==> config.mk <==
export PLATFORM = sky130hd
export DESIGN_NAME = gain_scaler
export DESIGN_NICKNAME = d
export VERILOG_FILES = /design/src/rtl/gain_scaler.sv
export SDC_FILE = /design/constraint.sdc
export NUM_CORES = 1
export LEC_CHECK = 0
export CORE_ASPECT_RATIO = 0.8
export CORE_MARGIN = 5
export CORE_UTILIZATION = 28
export CTS_BUF_LIST = sky130_fd_sc_hd__clkbuf_16
export CTS_CLUSTER_DIAMETER = 60
export DETAILED_ROUTE_END_ITERATION = 16
export SYNTH_ARGS = -nofsm -noshare
export SYNTH_HDL_FRONTEND = slang
export SYNTH_SLANG_ARGS = --single-unit
==> constraint.sdc <==
create_clock -name clk -period 11 [get_ports clk]
set_input_delay 1.1 -clock clk [delete_from_list [all_inputs] [get_ports clk]]
set_output_delay 1.1 -clock clk [all_outputs]
set_load 0.03 [all_outputs]
==> src/rtl/gain_scaler.sv <==
// gain_scaler: streams words from an input RAM, scales each by an
// unsigned gain with shift and optional saturation, writes an output RAM.
module gain_scaler #(
  parameter int DATA_W = 32,
  parameter int GAIN_W = 8,
  parameter int CNT_W  = 10,
  parameter int RD_LAT = 1
) (
  input  logic                clk,
  input  logic                rst_n,
  output logic                rst,
  output logic [31:0]         rd_addr,
  input  logic [DATA_W-1:0]   rd_data,
  output logic [31:0]         wr_addr,
  output logic [DATA_W-1:0]   wr_data,
  output logic [DATA_W/8-1:0] wr_en,
  input  logic [CNT_W-1:0]    num_of_inp,
  input  logic [GAIN_W-1:0]   gain,
  input  logic [5:0]          shift,
  input  logic                sat_en,
  input  logic                start,
  output logic                busy,
  output logic                done
);

  localparam int BE_W = DATA_W / 8;
  localparam int PW   = DATA_W + GAIN_W;
  localparam logic [31:0] STRIDE = 32'(BE_W);
  localparam logic [6:0]  PW7    = 7'(PW);

  typedef enum logic [1:0] {
    IDLE,
    RUN,
    DRAIN
  } state_t;

  state_t              state_q, state_d;
  logic [31:0]         rd_addr_q, rd_addr_d;
  logic                rd_vld_q, rd_vld_d;
  logic [CNT_W-1:0]    rd_cnt_q, rd_cnt_d;
  logic [CNT_W-1:0]    wr_cnt_q, wr_cnt_d;
  logic [RD_LAT-1:0]   tag_q, tag_d;
  logic [CNT_W-1:0]    num_q, num_d;
  logic [GAIN_W-1:0]   gain_q, gain_d;
  logic [5:0]          shift_q, shift_d;
  logic                sat_q, sat_d;
  logic [31:0]         wr_addr_q, wr_addr_d;
  logic [DATA_W-1:0]   wr_data_q, wr_data_d;
  logic                wr_en_q, wr_en_d;
  logic                busy_q, busy_d;
  logic                done_q, done_d;

  logic [PW-1:0]       prod;
  logic [PW-1:0]       shifted;
  logic [DATA_W-1:0]   res;

  assign rst     = ~rst_n;
  assign rd_addr = rd_addr_q;
  assign wr_addr = wr_addr_q;
  assign wr_data = wr_data_q;
  assign wr_en   = {BE_W{wr_en_q}};
  assign busy    = busy_q;
  assign done    = done_q;

  // Full-width product, shift, then saturate or truncate.
  always_comb begin
    prod = {{GAIN_W{1'b0}}, rd_data}
         * {{DATA_W{1'b0}}, gain_q};
    if ({1'b0, shift_q} >= PW7) begin
      shifted = '0;
    end else begin
      shifted = prod >> shift_q;
    end
    if (sat_q && (|shifted[PW-1:DATA_W])) begin
      res = '1;
    end else begin
      res = shifted[DATA_W-1:0];
    end
  end

  // Next-state: job control, read issue, tag pipe and write path.
  always_comb begin
    state_d   = state_q;
    rd_addr_d = rd_addr_q;
    rd_vld_d  = 1'b0;
    rd_cnt_d  = rd_cnt_q;
    wr_cnt_d  = wr_cnt_q;
    tag_d     = (tag_q << 1) | RD_LAT'(rd_vld_q);
    num_d     = num_q;
    gain_d    = gain_q;
    shift_d   = shift_q;
    sat_d     = sat_q;
    wr_addr_d = wr_addr_q;
    wr_data_d = wr_data_q;
    wr_en_d   = 1'b0;
    busy_d    = busy_q;
    done_d    = done_q;

    unique case (state_q)
      IDLE: begin
        if (start) begin
          num_d   = num_of_inp;
          gain_d  = gain;
          shift_d = shift;
          sat_d   = sat_en;
          done_d  = 1'b0;
          if (num_of_inp == '0) begin
            done_d = 1'b1;
          end else begin
            rd_addr_d = '0;
            rd_vld_d  = 1'b1;
            rd_cnt_d  = CNT_W'(1);
            wr_cnt_d  = '0;
            busy_d    = 1'b1;
            state_d   = RUN;
          end
        end
      end
      RUN: begin
        if (rd_cnt_q == num_q) begin
          state_d = DRAIN;
        end else begin
          rd_addr_d = rd_addr_q + STRIDE;
          rd_cnt_d  = rd_cnt_q + 1'b1;
          rd_vld_d  = 1'b1;
        end
      end
      DRAIN: begin
        if (wr_cnt_q == num_q) begin
          busy_d    = 1'b0;
          done_d    = 1'b1;
          rd_addr_d = '0;
          wr_addr_d = '0;
          state_d   = IDLE;
        end
      end
      default: begin
        state_d = IDLE;
      end
    endcase

    if (tag_q[RD_LAT-1]) begin
      wr_data_d = res;
      wr_en_d   = 1'b1;
      wr_addr_d = 32'(wr_cnt_q) * STRIDE;
      wr_cnt_d  = wr_cnt_q + 1'b1;
    end
  end

  // State register with synchronous active-low clear.
  always_ff @(posedge clk) begin
    if (!rst_n) begin
      state_q   <= IDLE;
      rd_addr_q <= '0;
      rd_vld_q  <= 1'b0;
      rd_cnt_q  <= '0;
      wr_cnt_q  <= '0;
      tag_q     <= '0;
      num_q     <= '0;
      gain_q    <= '0;
      shift_q   <= '0;
      sat_q     <= 1'b0;
      wr_addr_q <= '0;
      wr_data_q <= '0;
      wr_en_q   <= 1'b0;
      busy_q    <= 1'b0;
      done_q    <= 1'b0;
    end else begin
      state_q   <= state_d;
      rd_addr_q <= rd_addr_d;
      rd_vld_q  <= rd_vld_d;
      rd_cnt_q  <= rd_cnt_d;
      wr_cnt_q  <= wr_cnt_d;
      tag_q     <= tag_d;
      num_q     <= num_d;
      gain_q    <= gain_d;
      shift_q   <= shift_d;
      sat_q     <= sat_d;
      wr_addr_q <= wr_addr_d;
      wr_data_q <= wr_data_d;
      wr_en_q   <= wr_en_d;
      busy_q    <= busy_d;
      done_q    <= done_d;
    end
  end

endmodule

# Yosys cells after proc, flatten, opt, wreduce, memory -nomap -nowiden
# Cells that the tools add are included.
dict set report word_totals {
  regBits 126
  inputBits 60
}
dict set report op_classes {
  bitwise_logic 1
  multipliers 1
  n_eq_ne 10
  order_cmp 1
  n_mux 36
  reduce_logical 19
  n_addsub 3
  shifts 1
}
# operator n
set ops {}
lappend ops {{$mux 32} 5}
lappend ops {{$pmux 32 s3} 1}
lappend ops {{$mux 10} 7}
lappend ops {{$mul 32x8->40} 1}
lappend ops {{$mux 40} 1}
lappend ops {{$shr 40x6->40} 1}
lappend ops {{$mux 12} 3}
lappend ops {{$add 32x3->32 const B} 1}
lappend ops {{$add 10x1->10 const B} 2}
lappend ops {{$eq 10x10->1} 2}
lappend ops {{$pmux 10 s2} 1}
lappend ops {{$ne 2x2->1 const B} 6}
lappend ops {{$reduce_and 4->1} 3}
lappend ops {{$reduce_bool 2->1} 6}
lappend ops {{$logic_not 10->1} 1}
lappend ops {{$mux 1} 10}
lappend ops {{$mux 2} 4}
lappend ops {{$reduce_or 8->1} 1}
lappend ops {{$ge 6x6->1 const B} 1}
lappend ops {{$pmux 1 s2} 3}
lappend ops {{$pmux 2 s3} 1}
lappend ops {{$reduce_and 3->1} 2}
lappend ops {{$reduce_and 5->1} 1}
lappend ops {{$reduce_and 2->1} 2}
lappend ops {{6 further kinds} 6}

# Logic depth before layout (Yosys ltp)
dict set report logic_depth {
  ltp_word 6
  depth_mapped 24
  mapped_depth_nobuf 21
}

# Least setup slack after synthesis
# No wires, ideal clock.
dict set report synth_path {
  path_kind {input-to-reg}
  from {in rd_data[17]}
  to {reg wr_data_q[17] (netlist: wr_data[17])}
  setup_slack_ps 4447
  arrival_time_ps 6433
  n_path_buf 1
  stages 20
  t_required_ps 10880
  path_cell_list {and2_1 fa_1 fa_1 fa_1 inv_1 fa_1 inv_1 ha_1 buf_6 a21oi_4 o21ai_2 a221o_1 a221oi_4 a211oi_2 or3_4 a31oi_2 mux2i_1 mux4_2 a22o_1 o2bb2ai_1}
}
dict set report synth_between {
  elab_chain_cells 6
}
# element line_no
set synth_rtl {}
lappend synth_rtl {{start, declared} 13} ;# input logic [DATA_W-1:0] rd_data,
lappend synth_rtl {{$mul 32x8->40 (*)} 68} ;# * {{DATA_W{1'b0}}, gain_q};
lappend synth_rtl {{$shr 40x6->40 (*)} 72} ;# shifted = prod >> shift_q;
lappend synth_rtl {{$mux 40 (*)} 69} ;# if ({1'b0, shift_q} >= PW7) begin
lappend synth_rtl {{$reduce_or 8->1} 74} ;# if (sat_q && (|shifted[PW-1:DATA_W])) begin
lappend synth_rtl {{$logic_and 1x1->1} 74}
lappend synth_rtl {{$mux 32 (*)} 74}
lappend synth_rtl {{end signal, assigned} 180} ;# wr_data_q <= wr_data_d;
lappend synth_rtl {{end, declared} 48} ;# logic [DATA_W-1:0] wr_data_q, wr_data_d;
# Mark *: on every way between the ends. The rest lies on a longest branch, timed or not.
# A chain may end at the register's enable or synchronous reset.

# Final worst setup path
dict set report layout_path {
  from {in rd_data[4]}
  to {reg wr_data_q[10] (netlist: wr_data[10])}
}
# Same word-level chain as after synthesis.

==> flow_metrics.env <==
export IMPL_status="completed"
export IMPL_worst_setup_path_start_kind="input pin"
export IMPL_synth_top_cells_by_count="and2_1, nand2_1, inv_1, fa_1, nor2_1"
export IMPL_crit_top_cell="fa_1"
export IMPL_cts_sinks=124
export IMPL_dp_cells=2883
export IMPL_layout_nets=2426
export IMPL_core_sq_um=59700
export IMPL_fin_cells=2918
export IMPL_post_cts_resized=0
export IMPL_tns_ps=0
export IMPL_cts_tree="built"
export IMPL_slew_limit_headroom=0.161
export IMPL_cts_htree_levels=4
export IMPL_cpPeakStageDelay_ps=860
export IMPL_ctsHoldBuffers=0
export IMPL_post_route_period_util=0.728
export IMPL_crit_chain="clkdlybuf4s50_1 > and2_1 > fa_1 > fa_1 > fa_1 > inv_1 > fa_1 > inv_1 > ha_1 > nand2_1 > o21ai_1 > a21o_1 > o2111ai_1 > nand3_1 > and2_1 > o32a_1 > nand3_1 > and4b_1 > a41o_1 > o22ai_1"
export IMPL_finalMaxSlewViolations=0
export IMPL_synth_top_cell_by_area="fa_1"
export IMPL_skew_ps=14.9
export IMPL_netlist_area_sq_um=16900
export IMPL_clkLatencyLatePin_ps=440
export IMPL_endpoint_kind="register"
export IMPL_grt_util_met2=0.265
export IMPL_synthFlopType="dfxtp_1"
export IMPL_via_per_inst=5.29
export IMPL_post_cts_buffers=0
export IMPL_syn_area_per_cell_sq_um=8.12
export IMPL_wl_um=51900
export IMPL_remaining_drc_errors=0
export IMPL_final_util=0.324
export IMPL_wl_per_cell_um=17.8
export IMPL_vias=15400
export IMPL_min_path_type="reg -> reg"
export IMPL_design_die_area_sq_um=65200
export IMPL_die_w_um=284
export IMPL_fp_row_count=80
export IMPL_fill_cells=6291
export IMPL_worst_pin_slew_ps=1260
export IMPL_areaGrowthSynthToFinish_pct=14.5
export IMPL_ir_drop_uv=76.4
export IMPL_initialDrtViolationCount=1288
export IMPL_pin_count=163
export IMPL_p_leak_nw=8.08
export IMPL_cp_required_ps=11270
export IMPL_crit_buf_inv=3
export IMPL_routabilityCongestion=0.897
export IMPL_root_buffer="clkbuf_16"
export IMPL_grt_pass1_wl_um=84800
export IMPL_synth_cell_types=94
export IMPL_synthArstFlopShare=0
export IMPL_syn_inst=2077
export IMPL_setup_viol=0
export IMPL_rsz0062_at_grt="no"
export IMPL_powerDensity_nw_per_um2=132
export IMPL_final_antenna_net_count=0
export IMPL_io_buffers=138
export IMPL_ys_seq_elements=124
export IMPL_cpLargestDelayFamily="compound AO/OA/AOI/OAI gates"
export IMPL_critical_path_arrival_ps=8280
export IMPL_fmax_mhz=125
export IMPL_die_h_um=229
export IMPL_grtUsageMet1=0.209
export IMPL_grt_start_max_net_pins=51
export IMPL_drt_pass1_iter_count=7
export IMPL_clockBufferDepth=2
export IMPL_grt_met3_usage=0.0308
export IMPL_path_class="in -> reg"
export IMPL_drv_cap=0
export IMPL_synth_top_area_share=0.214
export IMPL_initial_utilization=0.283
export IMPL_seq_area_frac_synth=0.147
export IMPL_path_clk_slew_ps=70
export IMPL_finalHoldViolCount=0
export IMPL_top_usage_layer="met2"
export IMPL_grt_use_total=0.158
export IMPL_critical_path_slowest_cell="a41o_1"
export IMPL_pre_cts_ws_ps=2650
export IMPL_synth_edf_count=0
export IMPL_grt_overflow=0
export IMPL_yosys_warnings=0
export IMPL_drive_gt1_frac=0.0487
export IMPL_fin_crit_ps=8010
export IMPL_critPathMaxFanout=30
export IMPL_cts_inserted_buffers=17
export IMPL_fin_ws_ps=2990
export IMPL_ys_top_cells_by_area="fa_1, dfxtp_1, and2_1, nand2_1, ha_1"
export IMPL_antenna_found_initial=3
export IMPL_hpwl_um=41200
export IMPL_first_global_vias=15400
export IMPL_synth_most_common_cell="and2_1"
registers in the layout, summed over array words and instances (netlist names):
signal / flops
wr_addr: 10
rd_cnt_q: 10
wr_data: 32
sat_q: 1
busy: 1
wr_cnt_q: 10
tag_q: 1
done: 1
rd_vld_q: 1
num_q: 10
wr_en_q: 1
rd_addr: 30
shift_q: 6
gain_q: 8
state_q: 2
final timing paths:
check                           startpoint     endpoint  slack (ps)  depth (start not counted)
worst max register to register   gain_q[7]  wr_data[10]        3150                         20
worst min-delay path              rd_vld_q        tag_q         450                          1
worst max-delay path            rd_data[4]  wr_data[10]        2990                         20
worst min register to register    rd_vld_q        tag_q         450                          1
area by class of cell:
class / instances / area, sq um / share of cell area
multi-input combinational: 1635 / 13000 / 0.675
sequential: 124 / 2480 / 0.129
clock inverter: 15 / 175 / 0.00908
clock buffer: 17 / 425 / 0.0220
inverter: 195 / 732 / 0.0379
antenna: 3 / 7.51 / 0.000389
timing repair buffer: 150 / 1470 / 0.0762
tap: 779 / 975 / 0.0505
cell usage in the layout, fill, tap and decap left out, types with 27 or more instances in the layout:
cell             instances
mux2i_1                 31
dfxtp_1                124
ha_1                    63
nand2_1                212
fa_1                   180
clkdlybuf4s50_1        138
and2_1                 240
nor2_1                 126
a21oi_1                120
a31oi_1                 29
a211oi_1                27
o21ai_0                 96
inv_1                  193
xor2_1                  41
nand3_1                 36
xnor2_1                 40
kinds of logic after synthesis:
kind of cell,after synthesis,synth area share
xor gates and xnor gates,81,0.0421
adders and majority gates,243,0.261
AOI/OAI and AO/OA,469,0.188
other,1,0.000222
DFF,124,0.147
buffers and inverters,341,0.0848
and+or+nand+nor,765,0.233
muxes,53,0.0439
power by group:
| part | internal (mW) | switching, mW | total, mW |
|---|---|---|---|
| sequential | 0.476 | 0.0417 | 0.518 |
| clock | 0.341 | 0.237 | 0.578 |
| combinational | 0.551 | 0.901 | 1.45 |
stage by stage:
step / hold slack (ps) / cell area [sq um] / power (mW)
after floorplan: 412 / 16900 / 1.57
after global placement: 442 / 18700 / 1.94
after detailed placement: 442 / 18700 / 1.95
after CTS: 449 / 19300 / 2.55
after global routing: 466 / 19300 / 2.74
final: 452 / 19300 / 2.55
routing by layer:
layer / routed length [um] / vias to the layer above
met5: 0 / -
met4: 934 / 0
met3: 3270 / 62
met2: 25000 / 491
met1: 22700 / 7718
li1: - / 7153
worst register-to-register path: cells and delay by family (launching register included):
family                     cells  cell delay (ps)
DFF                            1             1080
and+or+nand+nor                3              700
muxes                          2              600
adders and majority gates      5             2590
buffers and inverters          3              160
xor gates and xnor gates       1              150
AOI/OAI and AO/OA              6             2410
(Power assumes the default switching activity.)
